<file path="config.mk">
export PLATFORM = sky130hd
export DESIGN_NAME = texel_serializer
export DESIGN_NICKNAME = d
export VERILOG_FILES = /design/src/rtl/texel_serializer.sv
export SDC_FILE = /design/constraint.sdc
export NUM_CORES = 1
export LEC_CHECK = 0
export ABC_CLOCK_PERIOD_IN_PS = 2000
export CELL_PAD_IN_SITES_DETAIL_PLACEMENT = 0
export CELL_PAD_IN_SITES_GLOBAL_PLACEMENT = 1
export CORE_MARGIN = 2
export CORE_UTILIZATION = 36
export CTS_BUF_LIST = sky130_fd_sc_hd__clkbuf_2 sky130_fd_sc_hd__clkbuf_4 sky130_fd_sc_hd__clkbuf_8
export CTS_CLUSTER_SIZE = 14
export DETAILED_ROUTE_END_ITERATION = 12
export PLACE_DENSITY_LB_ADDON = 0.3
export SETUP_SLACK_MARGIN = 0.15
export SLEW_MARGIN = 20
export SYNTH_ARGS = -nofsm -noshare
export SYNTH_HDL_FRONTEND = slang
export SYNTH_SLANG_ARGS = --single-unit
</file>
<file path="constraint.sdc">
create_clock -name clk -period 2 [get_ports clk]
set_input_delay 0.4 -clock clk [delete_from_list [all_inputs] [get_ports clk]]
set_output_delay 0.4 -clock clk [all_outputs]
set_load 0.05 [all_outputs]
</file>
<file path="src/rtl/texel_serializer.sv">
// Captures one 168-bit triangle and streams it as FRAME_START followed by six
// 32-bit payload words (LSW first); optionally emits a FRAME_END marker.
module texel_serializer #(
  parameter logic [31:0] FRAME_START = 32'd0,
  parameter logic [31:0] FRAME_END   = 32'd1
) (
  input  logic         clk,
  input  logic         n_rst,
  input  logic [167:0] texel_buffer,
  input  logic         texel_valid,
  output logic         texel_read,
  input  logic         frame_end_req,
  output logic         frame_end_ack,
  output logic [31:0]  ahb_word,
  output logic         ahb_word_valid,
  input  logic         ahb_word_ready,
  output logic         busy
);

  localparam int unsigned NUM_WORDS = 6;

  typedef enum logic [1:0] {
    S_IDLE = 2'd0,
    S_HDR  = 2'd1,
    S_DATA = 2'd2,
    S_END  = 2'd3
  } state_t;

  state_t         state_q, state_d;
  logic [2:0]     count_q, count_d;
  logic [167:0]   cap_q, cap_d;
  logic           read_d;
  logic           ack_d;
  logic [31:0]    word_w [NUM_WORDS];

  genvar gi;
  generate
    for (gi = 0; gi < NUM_WORDS - 1; gi++) begin : g_word
      assign word_w[gi] = cap_q[32*gi +: 32];
    end
  endgenerate
  assign word_w[NUM_WORDS-1] = {24'h0, cap_q[167:160]};

  always_ff @(posedge clk or negedge n_rst) begin
    if (!n_rst) begin
      state_q <= S_IDLE;
      count_q <= '0;
      cap_q   <= '0;
    end else begin
      state_q <= state_d;
      count_q <= count_d;
      cap_q   <= cap_d;
    end
  end

  // Next-state logic; every non-IDLE state presents a valid word, so the
  // ready input alone marks a transfer.
  always_comb begin
    state_d = state_q;
    count_d = count_q;
    cap_d   = cap_q;
    read_d  = 1'b0;
    ack_d   = 1'b0;
    case (state_q)
      S_IDLE: begin
        if (texel_valid) begin
          read_d  = 1'b1;
          cap_d   = texel_buffer;
          count_d = '0;
          state_d = S_HDR;
        end else if (frame_end_req) begin
          state_d = S_END;
        end
      end
      S_HDR: begin
        if (ahb_word_ready) begin
          state_d = S_DATA;
        end
      end
      S_DATA: begin
        if (ahb_word_ready) begin
          if (count_q >= 3'd5) begin
            count_d = '0;
            state_d = S_IDLE;
          end else begin
            count_d = count_q + 3'd1;
          end
        end
      end
      S_END: begin
        if (ahb_word_ready) begin
          ack_d   = 1'b1;
          state_d = S_IDLE;
        end
      end
      default: begin
        count_d = '0;
        state_d = S_IDLE;
      end
    endcase
  end

  // Output word decodes from registered state only.
  always_comb begin
    ahb_word       = '0;
    ahb_word_valid = 1'b0;
    case (state_q)
      S_HDR: begin
        ahb_word       = FRAME_START;
        ahb_word_valid = 1'b1;
      end
      S_DATA: begin
        ahb_word_valid = 1'b1;
        case (count_q)
          3'd0:    ahb_word = word_w[0];
          3'd1:    ahb_word = word_w[1];
          3'd2:    ahb_word = word_w[2];
          3'd3:    ahb_word = word_w[3];
          3'd4:    ahb_word = word_w[4];
          3'd5:    ahb_word = word_w[5];
          default: ahb_word = '0;
        endcase
      end
      S_END: begin
        ahb_word       = FRAME_END;
        ahb_word_valid = 1'b1;
      end
      default: begin
        ahb_word       = '0;
        ahb_word_valid = 1'b0;
      end
    endcase
  end

  // Pulses are forced low while reset is asserted, even though IDLE is live.
  assign texel_read    = read_d & n_rst;
  assign frame_end_ack = ack_d & n_rst;
  assign busy          = (state_q != S_IDLE);

endmodule
</file>
==> results of run 1 <==
[routing by layer]
layer,global-route usage (%),vias to the layer above,share of wire (%)
met5,0,-,0
met4,4.81,0,1.0
met3,5.27,19,6.4
met2,34.0,182,48
met1,26.1,3043,44
li1,-,2644,-
[cell usage after synthesis (2+ instances only)]
cell type / count
sky130_fd_sc_hd__mux2_2: 188
sky130_fd_sc_hd__o21ai_0: 7
sky130_fd_sc_hd__clkbuf_1: 16
sky130_fd_sc_hd__a22o_1: 7
sky130_fd_sc_hd__and2_1: 2
sky130_fd_sc_hd__nor2b_1: 4
sky130_fd_sc_hd__inv_1: 4
sky130_fd_sc_hd__nand2_1: 32
sky130_fd_sc_hd__o22ai_1: 2
sky130_fd_sc_hd__nor2_1: 3
sky130_fd_sc_hd__buf_6: 12
sky130_fd_sc_hd__a21oi_1: 31
sky130_fd_sc_hd__mux2_1: 10
sky130_fd_sc_hd__buf_2: 12
sky130_fd_sc_hd__ha_1: 5
sky130_fd_sc_hd__dfrtp_1: 173
sky130_fd_sc_hd__a222oi_1: 31
sky130_fd_sc_hd__mux2i_1: 2
[through the flow]
step	setup TNS (ns)	util [%]	instance area, um2	std cells	worst slack [ns]
after floorplan	-2.30	-	8190	555	-0.130
after global placement	-2.51	54.0	11400	1073	-0.211
after detailed placement	-4.11	54.0	11400	1073	-0.252
after CTS	-20.36	57.1	12000	1114	-0.715
after global routing	-23.77	61.0	12900	1135	-0.800
final	-20.57	61.0	12900	1136	-0.720
[cell type report]
cell class                      count  area share, %
Sequential cell                   173           33.7
Clock buffer                       22           2.26
Clock inverter                     10          0.808
Multi-Input combinational cell    335           30.6
Timing Repair Buffer              315           29.8
Tap cell                          275           2.68
Inverter                            5          0.146
Antenna cell                        1         0.0195
[worst max-delay path, cell delays in order (launching register included)]
cell and delay [ns]:
sky130_fd_sc_hd__dfrtp_2 0.45, sky130_fd_sc_hd__inv_2 0.08, sky130_fd_sc_hd__ha_4 0.18, sky130_fd_sc_hd__nor2b_4 0.13
sky130_fd_sc_hd__buf_12 0.13, sky130_fd_sc_hd__buf_12 0.13, sky130_fd_sc_hd__a222oi_1 0.35, sky130_fd_sc_hd__buf_4 0.20
sky130_fd_sc_hd__a21oi_4 0.05, sky130_fd_sc_hd__buf_12 0.15
[power by group]
part	leakage, nW	switching [mW]	total [mW]	internal (mW)
combinational	3.10	5.89	13.3	7.42
clock	0.195	1.34	2.47	1.13
sequential	2.04	1.04	6.34	5.30
[cells by family (layout without fill, tap and decap cells)]
logic type,after synthesis,after routing
other cells,0,1
simple gates,46,46
mux,200,200
compound gates,84,84
fa+ha+maj,5,5
flops,173,173
buf+inv,47,352
[repair_timing]
action | in CTS | in global routing
setup buffers | 8 | 5
resized for setup | 39 | 103
pin swaps | 13 | 21
gates cloned | 1 | 16
endpoints found under the hold margin | 0 | 0
setup endpoints to repair | 36 | 192
[flip-flops by register name, indices dropped and copies added (netlist names)]
signal,count
state_q,2
cap_q,168
count_q,3
[placed cells by master (no fill, tap or decap), types with 13 or more instances in the layout]
cell / count
sky130_fd_sc_hd__mux2_4: 85
sky130_fd_sc_hd__buf_6: 22
sky130_fd_sc_hd__a222oi_1: 31
sky130_fd_sc_hd__a21oi_4: 31
sky130_fd_sc_hd__clkbuf_8: 20
sky130_fd_sc_hd__dfrtp_1: 169
sky130_fd_sc_hd__mux2_2: 113
sky130_fd_sc_hd__clkdlybuf4s50_1: 171
sky130_fd_sc_hd__buf_12: 52
sky130_fd_sc_hd__clkbuf_16: 13
sky130_fd_sc_hd__nand2_1: 31
sky130_fd_sc_hd__buf_4: 49
[worst paths after layout]
kind,cells after the start,end,startpoint
setup / recovery,9,ahb_word[15],count_q[1]
hold / removal,2,cap_q[94],n_rst
setup reg to reg,8,cap_q[17],state_q[0]
hold reg to reg,1,cap_q[155],cap_q[155]
max in group asynchronous,2,cap_q[107],n_rst
min in group clk,1,cap_q[155],cap_q[155]
==> reports/results.env, run 1 <==
COMPLEX_GATE_FRACTION_OF_THE_SYNTHESIZED_AREA_PCT=8.01
RSZ0062_AT_GRT='yes'
DIE-WIDTH_UM=151
TIMING.HOLD.WORST.CLASS='in -> async'
FINAL-SETUP-VIOL-COUNT=35
WORST_SLEW_MARGIN_RELATIVE_TO_ITS_LIMIT_PCT=66.9
REGTOREGSETUPSLACK_NS=0.11
SYNTH.MUX.AREA_FRACTION_PCT=28.9
NUMBER_OF_NETS_WITH_ANTENNA_VIOLATIONS_AFTER_ROUTING=0
CTS.SINK_COUNT=173
SYNTH_NETS=733
POWER_mW=22.1
CTS_HOLD_BUF=0
FINALHOLDVIOLATIONS=19
SYNTH_TOP_FAMILY_BY_AREA='multiplexers'
CTS_ROOT_BUF='sky130_fd_sc_hd__clkbuf_8'
POST-SYNTH-TOP-AREA-CELL='sky130_fd_sc_hd__dfrtp_1'
YOSYS_WARNINGS=0
FIN_WORST_HOLD_SLACK_NS=-0.0231
WORST_PIN_SLEW_NS=0.497
IO_PINS=209
CTS-HTREE-LEVELS=4
TOTAL_LEAKAGE_POWER_nW=5.34
NUMPORTBUFFERS=208
MAXIMUM_NUMBER_OF_PINS_ON_ONE_NET_BEFORE_GLOBAL_ROUTE_REPAIR=88
SYNTHCELLS=555
POSTSYNTHAREAPERCELL_UM2=14.0
GRT_ANTENNA_BEFORE_REPAIR=2
SYNTH-SEQ-CELLS=173
GRTUSAGETOTAL_PCT=20.2
MAX_FREQ_MHz=368
DETAILROUTE.VIA_COUNT=5888
YOSYS.AREA_SHARE.SIMPLE_PCT=2.80
TRITONCTS.NUM_BUFFERS=17
FIRST_GLOBAL_VIAS=6497
PLACE_CONGESTION=0.767
ROUTED_WIRE_LENGTH_UM=24300
NETLIST-CELL-TYPE-COUNT=32
CTS.CLK_SLEW.WORST_PATHS_NS=0.09
CP.REQUIRED_NS=1.60
FINAL_WS_SETUP_NS=-0.720
LAYOUT-DRIVE-GT1-SHARE_PCT=49.5
SYNTHTOPCELLSBYAREA='sky130_fd_sc_hd__dfrtp_1 (56%), sky130_fd_sc_hd__mux2_2 (27%), sky130_fd_sc_hd__a222oi_1 (4.0%)'
AREAGROWTHSYNTHTOFINISH_PCT=65.3
CLOCK_SKEW_NS=0.0148
ROUTE.DETAILED.VIAS_PER_INST=5.18
FP-ROW-COUNT=53
SLEW_VIOLATIONS=0
SYN-CELL-AREA_UM2=7780
POWER_DENSITY_nW_PER_UM2=1720
TRITONCTS='done'
CLK-INSERTION-DELAY-LATE_NS=0.47
LAYOUT.FILLER_CELLS=1595
AREA_OF_THE_DIE_UM2=22800
SYNTH_TOP_AREA_SHARE_PCT=55.7
FAILED_CHECKS='negative hold slack, negative setup slack'
MULTIINPUTGATEAREA_UM2=3940
DESIGN.FINAL.NETS=1025
POWER.IR.VDD_WORST_mV=1.76
POSTSYNTH.TOPFLOPCELL='sky130_fd_sc_hd__dfrtp_1'
EFFECTIVE_UTILIZATION_AT_FLOORPLAN_PCT=36.9
CRITICAL_PATH_CLASS='reg -> out'
TIMING.CRITICAL_PATH.ARRIVAL_NS=2.32
FIRST_ITER_VIOLATIONS=363
WORSTPATHMAXFANOUT=5
STD_CELL_CORE_AREA_UM2=21100
WORST_SETUP_PATH_START_KIND='flip-flop'
WIRE_LENGTH_OF_THE_FIRST_GLOBAL_ROUTING_PASS_UM=34800
POST-DP-HPWL_UM=16200
SEQUENTIAL_CELL_AREA_UM2=4330
SYNTH_EDF_COUNT=0
DRC=0
DIEHEIGHT_UM=151
GRT_OVERFLOW_TOTAL=0
SEQ_AREA_FRAC_SYNTH_PCT=55.7
WL_PER_CELL_UM=21.4
DRV_CAP=0
STATUS='finished, violations left'
SYNTH_ADDER_AREA_SHARE_PCT=0.804
SETUP.WORST_PATH.END_CLASS='output pin'
FINALWORSTPATHREQUIREDPERIOD_NS=2.72
ASYNC_RESET_FF_SHARE_PCT=100
SYNTH-XOR-AREA-SHARE_PCT=0
CLK_PATH_BUF_DEPTH=2
FIRST_PASS_ITERS=10
FINALCRITPERIODSHARE_PCT=136
No activity file was read; power rests on OpenSTA's default activity.
==> run 2, diff against run 1 <==
- GPL_ROUTABILITY_DRIVEN: default -> 0
==> results of run 2 <==
The final DEF is identical to that of run 1; final timing and power are the same.
